$ cat src/rtl/mc_control_hs.sv
// mc_control_hs: multi-cycle control FSM for the MIPS-subset core.
// Variable-latency req/ack memory handshake on fetch, load and store,
// a bounded ack timeout, and a sticky fault state.
// Optional retired-instruction counter: define MC_CTRL_RETIRE_CNT_EN.
module mc_control_hs #(
  parameter int DATA_W  = 32,
  parameter int TIMEOUT = 15,
  parameter int CNT_W   = 16
) (
  input  logic              clk,
  input  logic              reset,
  input  logic [DATA_W-1:0] instr,
  input  logic              zero,
  input  logic              mem_ack,
  output logic              mem_req,
  output logic              PC_en,
  output logic              PC_sel,
  output logic              MEMwr_en,
  output logic              RFsel_wr,
  output logic              RFsel_B,
  output logic              RFwr_en,
  output logic              ALUsel_B,
  output logic [3:0]        func,
  output logic              fault,
  output logic [1:0]        fault_code,
  output logic [3:0]        state_o
`ifdef MC_CTRL_RETIRE_CNT_EN
  ,
  output logic [CNT_W-1:0]  retired_cnt
`endif
);

  typedef enum logic [3:0] {
    S_FETCH    = 4'd0,
    S_DECODE   = 4'd1,
    S_MEM_ADDR = 4'd2,
    S_MEM_WR   = 4'd3,
    S_MEM_RD   = 4'd4,
    S_LD_WB    = 4'd5,
    S_ALU_EXEC = 4'd6,
    S_ALU_WB   = 4'd7,
    S_BRANCH   = 4'd8,
    S_FAULT    = 4'd9
  } state_t;

  localparam int WAIT_W = (TIMEOUT > 1) ? $clog2(TIMEOUT) : 1;
  localparam logic [WAIT_W-1:0] WAIT_LAST = WAIT_W'(TIMEOUT - 1);

  state_t            state, next_state;
  logic [WAIT_W-1:0] wait_cnt;
  logic [1:0]        fault_code_r, fault_code_nxt;
  logic [5:0]        opcode;
  logic              timed_out;

  logic mem_req_c, pc_en_c, pc_sel_c, memwr_c, rfsel_wr_c;
  logic rfsel_b_c, rfwr_c, alusel_b_c;
  logic [3:0] func_c;

  assign opcode    = instr[DATA_W-1 -: 6];
  assign timed_out = (wait_cnt == WAIT_LAST) && !mem_ack;

  // State register, async active-high reset.
  always_ff @(posedge clk or posedge reset) begin
    if (reset) state <= S_FETCH;
    else       state <= next_state;
  end

  // Wait counter: cleared on any state change, counts idle cycles while waiting for ack.
  always_ff @(posedge clk or posedge reset) begin
    if (reset) wait_cnt <= '0;
    else if (next_state != state) wait_cnt <= '0;
    else if (!mem_ack) wait_cnt <= wait_cnt + 1'b1;
  end

  // Fault cause is latched on entry to FAULT and held until reset.
  always_ff @(posedge clk or posedge reset) begin
    if (reset) fault_code_r <= 2'b00;
    else if (state != S_FAULT && next_state == S_FAULT) fault_code_r <= fault_code_nxt;
  end

  // Next-state and Moore decode (PC_en in FETCH is qualified by mem_ack).
  always_comb begin
    next_state     = state;
    fault_code_nxt = 2'b00;
    mem_req_c      = 1'b0;
    pc_en_c        = 1'b0;
    pc_sel_c       = 1'b0;
    memwr_c        = 1'b0;
    rfsel_wr_c     = 1'b0;
    rfsel_b_c      = 1'b0;
    rfwr_c         = 1'b0;
    alusel_b_c     = 1'b0;
    func_c         = 4'b0000;
    case (state)
      S_FETCH: begin
        mem_req_c = 1'b1;
        if (mem_ack) begin
          pc_en_c    = 1'b1;
          next_state = S_DECODE;
        end else if (timed_out) begin
          next_state     = S_FAULT;
          fault_code_nxt = 2'b10;
        end
      end
      S_DECODE: begin
        if (instr == '0)                             next_state = S_FETCH;
        else if (!opcode[5] && opcode[1:0] == 2'b11) next_state = S_MEM_ADDR;
        else if (opcode[5] && opcode != 6'b111111)   next_state = S_ALU_EXEC;
        else if (opcode == 6'b111111 || opcode[5:1] == 5'b00000) next_state = S_BRANCH;
        else begin
          next_state     = S_FAULT;
          fault_code_nxt = 2'b01;
        end
      end
      S_MEM_ADDR: begin
        alusel_b_c = 1'b1;
        rfsel_b_c  = 1'b1;
        if (opcode == 6'b000111 || opcode == 6'b011111) next_state = S_MEM_WR;
        else                                            next_state = S_MEM_RD;
      end
      S_MEM_WR: begin
        mem_req_c  = 1'b1;
        memwr_c    = 1'b1;
        alusel_b_c = 1'b1;
        rfsel_b_c  = 1'b1;
        if (mem_ack) next_state = S_FETCH;
        else if (timed_out) begin
          next_state     = S_FAULT;
          fault_code_nxt = 2'b10;
        end
      end
      S_MEM_RD: begin
        mem_req_c  = 1'b1;
        rfsel_wr_c = 1'b1;
        alusel_b_c = 1'b1;
        rfsel_b_c  = 1'b1;
        if (mem_ack) next_state = S_LD_WB;
        else if (timed_out) begin
          next_state     = S_FAULT;
          fault_code_nxt = 2'b10;
        end
      end
      S_LD_WB: begin
        rfwr_c     = 1'b1;
        rfsel_wr_c = 1'b1;
        alusel_b_c = 1'b1;
        next_state = S_FETCH;
      end
      S_ALU_EXEC, S_ALU_WB: begin
        rfsel_b_c  = opcode[4];
        alusel_b_c = opcode[4];
        func_c     = opcode[4] ? {1'b0, opcode[2:0]} : instr[3:0];
        rfwr_c     = (state == S_ALU_WB);
        next_state = (state == S_ALU_EXEC) ? S_ALU_WB : S_FETCH;
      end
      S_BRANCH: begin
        rfsel_b_c  = 1'b1;
        func_c     = 4'b0001;
        pc_en_c    = opcode[5] | (opcode[0] ^ zero);
        pc_sel_c   = 1'b1;
        next_state = S_FETCH;
      end
      S_FAULT: next_state = S_FAULT;
      default: next_state = S_FETCH;
    endcase
  end

  assign mem_req    = mem_req_c  & ~reset;
  assign PC_en      = pc_en_c    & ~reset;
  assign PC_sel     = pc_sel_c   & ~reset;
  assign MEMwr_en   = memwr_c    & ~reset;
  assign RFsel_wr   = rfsel_wr_c & ~reset;
  assign RFsel_B    = rfsel_b_c  & ~reset;
  assign RFwr_en    = rfwr_c     & ~reset;
  assign ALUsel_B   = alusel_b_c & ~reset;
  assign func       = reset ? 4'b0000 : func_c;
  assign fault      = (state == S_FAULT) & ~reset;
  assign fault_code = reset ? 2'b00 : fault_code_r;
  assign state_o    = reset ? 4'd0 : state;

`ifdef MC_CTRL_RETIRE_CNT_EN
  // Count every return to FETCH from another state; FAULT never returns.
  always_ff @(posedge clk or posedge reset) begin
    if (reset) retired_cnt <= '0;
    else if (next_state == S_FETCH && state != S_FETCH) retired_cnt <= retired_cnt + 1'b1;
  end
`else
  logic [CNT_W-1:0] unused_retire;
  assign unused_retire = '0;
`endif

endmodule

$ cat config.mk
export PLATFORM = sky130hd
export DESIGN_NAME = mc_control_hs
export DESIGN_NICKNAME = d
export VERILOG_FILES = /design/src/rtl/mc_control_hs.sv
export SDC_FILE = /design/constraint.sdc
export NUM_CORES = 1
export LEC_CHECK = 0
export CAP_MARGIN = 25
export CORE_UTILIZATION = 38
export DETAILED_ROUTE_END_ITERATION = 10
export GPL_ROUTABILITY_DRIVEN = 1
export GPL_TIMING_DRIVEN = 0
export PLACE_DENSITY = 0.81
export REMOVE_ABC_BUFFERS = 1
export SLEW_MARGIN = 5
export SYNTH_ARGS = -nofsm -noshare
export SYNTH_HDL_FRONTEND = slang
export SYNTH_SLANG_ARGS = --single-unit
$ cat constraint.sdc
create_clock -name clk -period 2.2 [get_ports clk]
set_input_delay 0.55 -clock clk [delete_from_list [all_inputs] [get_ports clk]]
set_output_delay 0.55 -clock clk [all_outputs]
set_load 0.1 [all_outputs]
* Yosys cells after proc, flatten, opt, wreduce, memory -nomap -nowiden
Index checks and enable logic that the tools add are counted.
** Storage, ports and cells
- Register bits :: 10
- Input bits :: 36
- Logic and storage cells :: 85
** Cells by class
- Add/subtract/negate cells :: 1
- Eq/ne operators :: 19
- Mux-type cells :: 34
- Bitwise logic cells :: 12
- Reduce and logical (&&, ||, !) cells :: 16
** Operators with widths (count)
- 4-bit two-way mux :: 12
- 32-bit zero test :: 1
- 4-bit one-hot mux with 7 select lines :: 1
- 4-bit by 3-bit equality test with 1-bit output, second input constant :: 4
- 4-bit equality test, second input constant :: 4
- 1-bit two-way mux :: 10
- 1-bit AND :: 9
- 4-bit by 2-bit equality test with 1-bit output, second input constant :: 2
- 1-bit one-hot mux with 2 select lines :: 4
- 4-bit one-hot mux with 2 select lines :: 1
- 4-bit OR reduction :: 2
- 6-bit by 3-bit equality test with 1-bit output, second input constant :: 1
- 6-bit by 5-bit equality test with 1-bit output, second input constant :: 1
- 6-bit equality test, second input constant :: 1
- 2-bit two-way mux :: 3
- 3-bit two-way mux :: 2
- 6-bit inequality test, second input constant :: 1
- 5-bit zero test :: 1
- 4-bit by 1-bit adder with 4-bit output, second input constant :: 1
- 4-bit by 1-bit equality test with 1-bit output, second input constant :: 1
- 1-bit logical AND :: 4
- 4-bit zero test :: 1
- 4-bit inequality test :: 1
- 4-bit inequality test, second input constant :: 1
- other kinds (10) :: 13

* Longest topological paths before layout
Gate-level depths: netlist of the first run.
- Depth after elaboration :: 9
- Mapped depth :: 8

* Worst setup path after synthesis of the first run
No wires, ideal clock.
- Path kind :: input to output
- From :: in instr[30]
- To :: out ALUsel_B
- Arrival time :: 5.532 ns
- Data required time :: 1.650 ns
- Slack :: -3.882 ns
- Stages on the path :: 3
- Cell sequence :: buf_2 -> nor2_1 -> a2111oi_0
** Between the ends
- Longest elaborated chain between the ends :: 2
** Ends and longest elaborated chain
- from (decl) :: RTL line 12 : input logic [DATA_W-1:0] instr,
- 1-bit one-hot mux with 2 select lines :: RTL line 94 : case (state)
- 1-bit AND :: RTL line 175 : assign ALUsel_B = alusel_b_c & ~reset;
- to (decl) :: RTL line 22 : output logic ALUsel_B,
Every way passes these cells.

* Final worst setup path of the first run
- From :: reg state[0]
- To :: out PC_en
** Between the ends
- Longest elaborated chain between the ends :: 3
** Ends and longest elaborated chain
- from (decl) :: RTL line 49 : state_t state, next_state;
- from (signal assigned) :: RTL line 65 : else state <= next_state;
- 4-bit equality test / 4-bit zero test (equally long branches) :: RTL line 94
- 1-bit one-hot mux with 2 select lines * :: RTL line 94
- 1-bit AND * :: RTL line 169 : assign PC_en = pc_en_c & ~reset;
- to (decl) :: RTL line 16 : output logic PC_en,
Mark *: on every way between the ends. The rest lies on a longest branch, timed or not.

==> metrics.txt, run 1 <==
status=finished, final reports clean; Worst Min Path Start=fault_code_r[0]$_DFFE_PP0P_; Critical Path Fanout Max=6; sw power=0.00101 W; Vias=1274; post-synthesis cell area=983 um^2; achievable frequency=457 MHz; Syn Area/Cell=7.62 um^2; Post-CTS Hold Buffers=0; Seq/Total Area, Yosys=0.254; Worst slew margin=0.637; Synth cell types=39; Post-synth top cells=nor2_1, dfrtp_1, nand2_1, nor4_1; top-area cell type share of the netlist area=0.254; drc violations=0; CTS root buf=clkbuf_4; fraction of registers with async set/reset=1.00; Leak=0.759 nW; internal power=0.000803 W; CP Data Arrival Time=1.64 ns; final hold violations=0; largest net degree at the start of global routing=18; clock skew=0.00329 ns; Post-Syn Instances=129; synth-to-layout area growth=74.8%; number of synthesized register bits=10; drt total wl=3480 um; Synth Area in Adders=0.0254; GRT Util Overall=0.253; vias in the first global route=1168; Clk pin slew, worst setup/hold paths=0.07 ns; Rows=18; Synth Area in Compound Gates=0.159; max-cap violations=0; Tmin final=2.19 ns; R2R setup slack=0.12 ns; layout cells sized above 1=0.269; H-tree level count=1; initial core utilization=0.401; CTS Buffer Depth=2; core area=2450 um^2; drt first pass iters=4; Skew-Pair Late Insertion Delay=0.27 ns; RSZ-0062 raised after global routing=yes; DRT iter0 DRCs=36; Cell Pwr Density=1050 nW/um^2; first-pass GRT wire length=5240 um; GP Congestion=0.837; period utilization=0.994; Via density=5.71; largest family of logic cells by synthesized area=simple AND/OR/NAND/NOR gates; Die X=52.9 um; FF-to-FF End=fault_code_r[1]$_DFFE_PP0P_; slew at the pin closest to its max-slew limit=0.547 ns; Combinational Power Share=0.736; Flop pwr share=0.171; largest cells by area after synthesis=dfrtp_1, nor2_1, nor4_1, mux2i_1, nand2_1; Die H=52.9 um; Post-Synth XOR/XNOR Area=0.0534; CTS buffer count=3; Clock power frac=0.093; layout net count=232; required time of the critical path=1.65 ns; R2R depth=7; critical path class=reg2out; ys flop type=dfrtp_1; dpl cells=206; synth warn=0; post-synthesis cell type with the largest combined area=dfrtp_1; Clock Sink Count=10; CP endpoint kind=primary output; DPL Wire Length=2460 um; hold depth=1; Pins Over Slew Limit=0; antenna violations before repair=0; final antenna-violating net count=0; number of buffers added on ports=54; mux contribution to synthesized area=0.0407; Sw Share=0.556; VDD IR-drop max=0.949 mV; die area=2800 um^2; Overflow after GRT=0; Core Util, Final=0.700; Post-Synth Simple-Gate Area=0.419; top-count cell post-synth=nor2_1; Crit Reg-Reg Startpoint=state[2]$_DFF_PP0_; Post-synth EDFFs=0; CTS tree=done; fin cells=223; Hold WC Path Type=reg2reg; I/O pin cnt=55; Final setup viols=0; Diodes inserted=0; wire length per cell=15.6 um; startpoint types=flip-flop; WHS Endpoint=fault_code_r[0]$_DFFE_PP0P_
## timing repair
item,CTS,global route
gates cloned,0,0
resized for setup,127,13
pin swaps,0,1
endpoints found under the setup margin,25,12
buffers inserted,7,6
## critical path, cell delays in order, from the launching register on
cell and delay (ns):
dfrtp_2 0.45, or2_4 0.30, nor3_4 0.20, o21ai_0 0.12
nand2_1 0.12, buf_12 0.18
## power groups by stage
stage / combinational [W] / clock (W) / sequential [W]
final: 0.00133 / 0.000168 / 0.000310
after CTS: 0.00119 / 0.000176 / 0.000323
after detailed placement: 0.00110 / 0 / 0.000346
after global placement: 0.00108 / 0 / 0.000340
after floorplan: 0.000834 / 0 / 0.000315
after global routing: 0.00141 / 0.000180 / 0.000314
## per-layer routing
| metal | GRT usage | routed length, um |
|---|---|---|
| met3 | 0.0546 | 171 |
| met2 | 0.477 | 1930 |
| met4 | 0.0614 | 55 |
| met1 | 0.285 | 1320 |
| met5 | 0 | 0 |
## metrics by stage
stage	total power, W	TNS [ns]	setup WS [ns]	area [um^2]	hold slack [ns]
5_1_grt	0.00190	-0.115	-0.0872	1720	0.502
4_1_cts	0.00169	-0.0489	-0.0270	1640	0.477
2_1_floorplan	0.00115	-21.55	-3.69	955	0.425
6_report	0.00181	0	0.0136	1720	0.474
3_5_place_dp	0.00144	-26.42	-1.77	1530	0.462
3_3_place_gp	0.00142	-25.54	-1.71	1530	0.454
## flip-flops by register name, summed over array words and instances (netlist names)
register and flops:
fault_code_r 2, wait_cnt 4, state 4
## cell type report
type / count / area, um^2
Inverter: 5 / 22.5
Clock buffer: 4 / 36.3
Multi-Input combinational cell: 107 / 724
Sequential cell: 10 / 255
Timing Repair Buffer: 67 / 643
Fill cell: 193 / 736
Tap cell: 30 / 37.5
## worst max-delay path by stage
stage	cells after the start	startpoint	to	slack, ns
after global placement	7	reset	PC_en	-1.71
after global routing	5	state[0]$_DFF_PP0_	PC_en	-0.09
final	5	state[0]$_DFF_PP0_	PC_en	0.01
after floorplan	3	state[2]$_DFF_PP0_	ALUsel_B	-3.69
after detailed placement	7	reset	PC_en	-1.77
after CTS	7	reset	PC_en	-0.03
## kinds of logic (layout without fill, tap and decap cells)
family	count (synthesis)	count (layout)
flip-flops	10	10
XOR/XNOR	6	6
buffers and inverters	12	76
adder cells (fa/ha/maj)	2	2
AO/OA/AOI/OAI	24	24
multiplexers	4	4
AND/OR/NAND/NOR	71	71
## placed cells by master (no fill, tap or decap), drive strengths merged, types with 2 or more instances in the layout
| cell type | n |
|---|---|
| clkdlybuf4s50 | 29 |
| buf | 27 |
| nor2 | 15 |
| nand2 | 10 |
| nor4 | 10 |
| dfrtp | 10 |
| nor2b | 6 |
| nor3 | 6 |
| clkbuf | 6 |
| nand2b | 5 |
| o21ai | 5 |
| a31oi | 4 |
| a21oi | 4 |
| nand4 | 4 |
| mux2i | 4 |
| clkdlybuf4s15 | 4 |
| inv | 4 |
| xor2 | 3 |
| xnor2 | 3 |
| dlymetal6s2s | 3 |
| nand4b | 2 |
| and2 | 2 |
| nand3 | 2 |
| nand3b | 2 |
| a211oi | 2 |
| a21o | 2 |
| o22ai | 2 |
| ha | 2 |
Power figures use the tool's default switching activity.
==> inputs of run 2 (changes only) <==
--- a/config.mk
+++ b/config.mk
@@ -12,6 +12,7 @@
 export GPL_TIMING_DRIVEN = 0
 export PLACE_DENSITY = 0.81
 export REMOVE_ABC_BUFFERS = 1
+export SKIP_LAST_GASP = 1
 export SLEW_MARGIN = 5
 export SYNTH_ARGS = -nofsm -noshare
 export SYNTH_HDL_FRONTEND = slang
==> run 2 against run 1 <==
Effect of this change: non-clock buffer count down 1; the flow now finishes with violations (negative setup slack); final cell count is 0.45% lower; setup slack got worse by 0.055 ns; combinational power is essentially flat; cell area shrank 0.36%; wire length increased by 5.9%; register-to-register slack improved by 0.03 ns.
==> metrics.txt, run 2 (synthesis results as in run 1) <==
status=finished with violations; violated checks=negative setup slack; DRT iter0 DRCs=49; Tmin final=2.24 ns; synth-to-layout area growth=74.2%; crit path to=ALUsel_B; Critical Path Fanout Max=11; required time of the critical path=1.65 ns; total power draw=0.00181 W; Clock Sink Count=10; H-tree level count=1; Hold WC Path Type=reg2reg; R2R depth=7; worst-path cell chain=inv_1 -> nor2_2 -> a2111oi_2 -> clkbuf_8; achievable frequency=446 MHz; CTS buffer count=3; max-cap violations=0; FF-to-FF End=fault_code_r[1]$_DFFE_PP0P_; Skew-Pair Late Insertion Delay=0.27 ns; final hold violations=0; Crit Reg-Reg Startpoint=state[1]$_DFF_PP0_; R2R setup slack=0.15 ns; Leak=0.762 nW; CTS root buf=clkbuf_4; Diodes inserted=0; Setup TNS Final=-0.0419 ns; Rows=18; number of buffers added on ports=54; delay-heaviest family, CP=flip-flops; slew at the pin closest to its max-slew limit=0.548 ns; drt total wl=3690 um; number of fill cells=199; Die X=52.9 um; CTS Buffer Depth=2; final antenna-violating net count=0; fin cells=222; CP Data Arrival Time=1.69 ns; dpl cells=206; Setup WS post-layout=-0.0419 ns; vias in the first global route=1181; commonest non-fill, non-tap cell in the layout=clkdlybuf4s50_1; Post-CTS Hold Buffers=0; GP Congestion=0.837; RSZ-0062 raised after global routing=yes; antenna violations before repair=0; Setup WS pre-CTS=-1.77 ns; layout cells sized above 1=0.276; core area=2450 um^2; Via density=5.82; Cell Pwr Density=1050 nW/um^2; critical path class=reg2out; layout net count=231; drc violations=0; period utilization=1.02; Worst Min Path Start=fault_code_r[0]$_DFFE_PP0P_; Final setup viols=1; most frequent cells in the layout=clkdlybuf4s50_1, buf_4, nor2_1; CP bufs+invs=2; GRT Util Overall=0.258; wire length per cell=16.6 um; DPL Wire Length=2460 um; CP endpoint kind=primary output; Die H=52.9 um; first-pass GRT wire length=5310 um; slowest cell delay on critical path=0.47 ns; drt first pass iters=4; Slowest cell on crit path=dfrtp_2; Top Registers=state: 4 flops, wait_cnt: 4 flops, fault_code_r: 2 flops; Worst slew margin=0.636; CTS tree=done; die area=2800 um^2; Overflow after GRT=0; WP depth=4; Pins Over Slew Limit=0; Clk pin slew, worst setup/hold paths=0.07 ns; crit path from=state[2]$_DFF_PP0_; I/O pin cnt=55; initial core utilization=0.401; Min Hold Slack=0.478 ns; Vias=1292; clock skew=0.00283 ns; VDD IR-drop max=0.966 mV; largest net degree at the start of global routing=18; startpoint types=flip-flop
run 2: layout make-up:
cell class	count	area [um^2]	share of cell area
Multi-Input combinational cell	107	733	0.428
Timing Repair Buffer	66	628	0.367
Sequential cell	10	255	0.149
Tap cell	30	37.5	0.0219
Clock buffer	4	36.3	0.0212
Inverter	5	22.5	0.0131
run 2: stage by stage:
step                cell area [um^2]   util
detailed placement              1530  0.624
CTS                             1620  0.662
global placement                1530  0.624
floorplan                        955      -
global route                    1710  0.698
finish                          1710  0.698
run 2: timing repair:
action                     in CTS  in global routing
gates resized for setup       120                 23
cloned                          0                  0
buffers inserted                7                  5
setup endpoints to repair      25                 16
pin swaps                       0                  4
run 2: report_power, final:
group	switching, W	internal (W)
clock	0.0000665	0.000101
combinational	0.000864	0.000457
sequential	0.0000823	0.000235
total	0.00101	0.000793
run 2: worst min path at each step:
stage	to	slack, ns	depth (start not counted)
2_1_floorplan	fault_code_r[0]$_DFFE_PP0P_	0.43	1
3_3_place_gp	fault_code_r[0]$_DFFE_PP0P_	0.45	1
3_5_place_dp	fault_code_r[0]$_DFFE_PP0P_	0.46	1
4_1_cts	fault_code_r[0]$_DFFE_PP0P_	0.48	1
5_1_grt	fault_code_r[0]$_DFFE_PP0P_	0.51	1
6_report	fault_code_r[0]$_DFFE_PP0P_	0.48	1
run 2: worst register-to-register path, cell delays in order (launching register included):
cell and delay (ns):
dfrtp_2 0.43, buf_4 0.15, or4b_4 0.54, nor4_4 0.30, nor3_1 0.12, o21ai_1 0.14, nand2_1 0.08, a21o_1 0.18
run 2: layer usage:
metal | global-route usage | vias to the layer above | routed length, um
met5 | 0 | - | 0
met3 | 0.0575 | 10 | 228
met1 | 0.283 | 615 | 1380
met2 | 0.487 | 65 | 2010
met4 | 0.0746 | 0 | 72
li1 | - | 602 | -
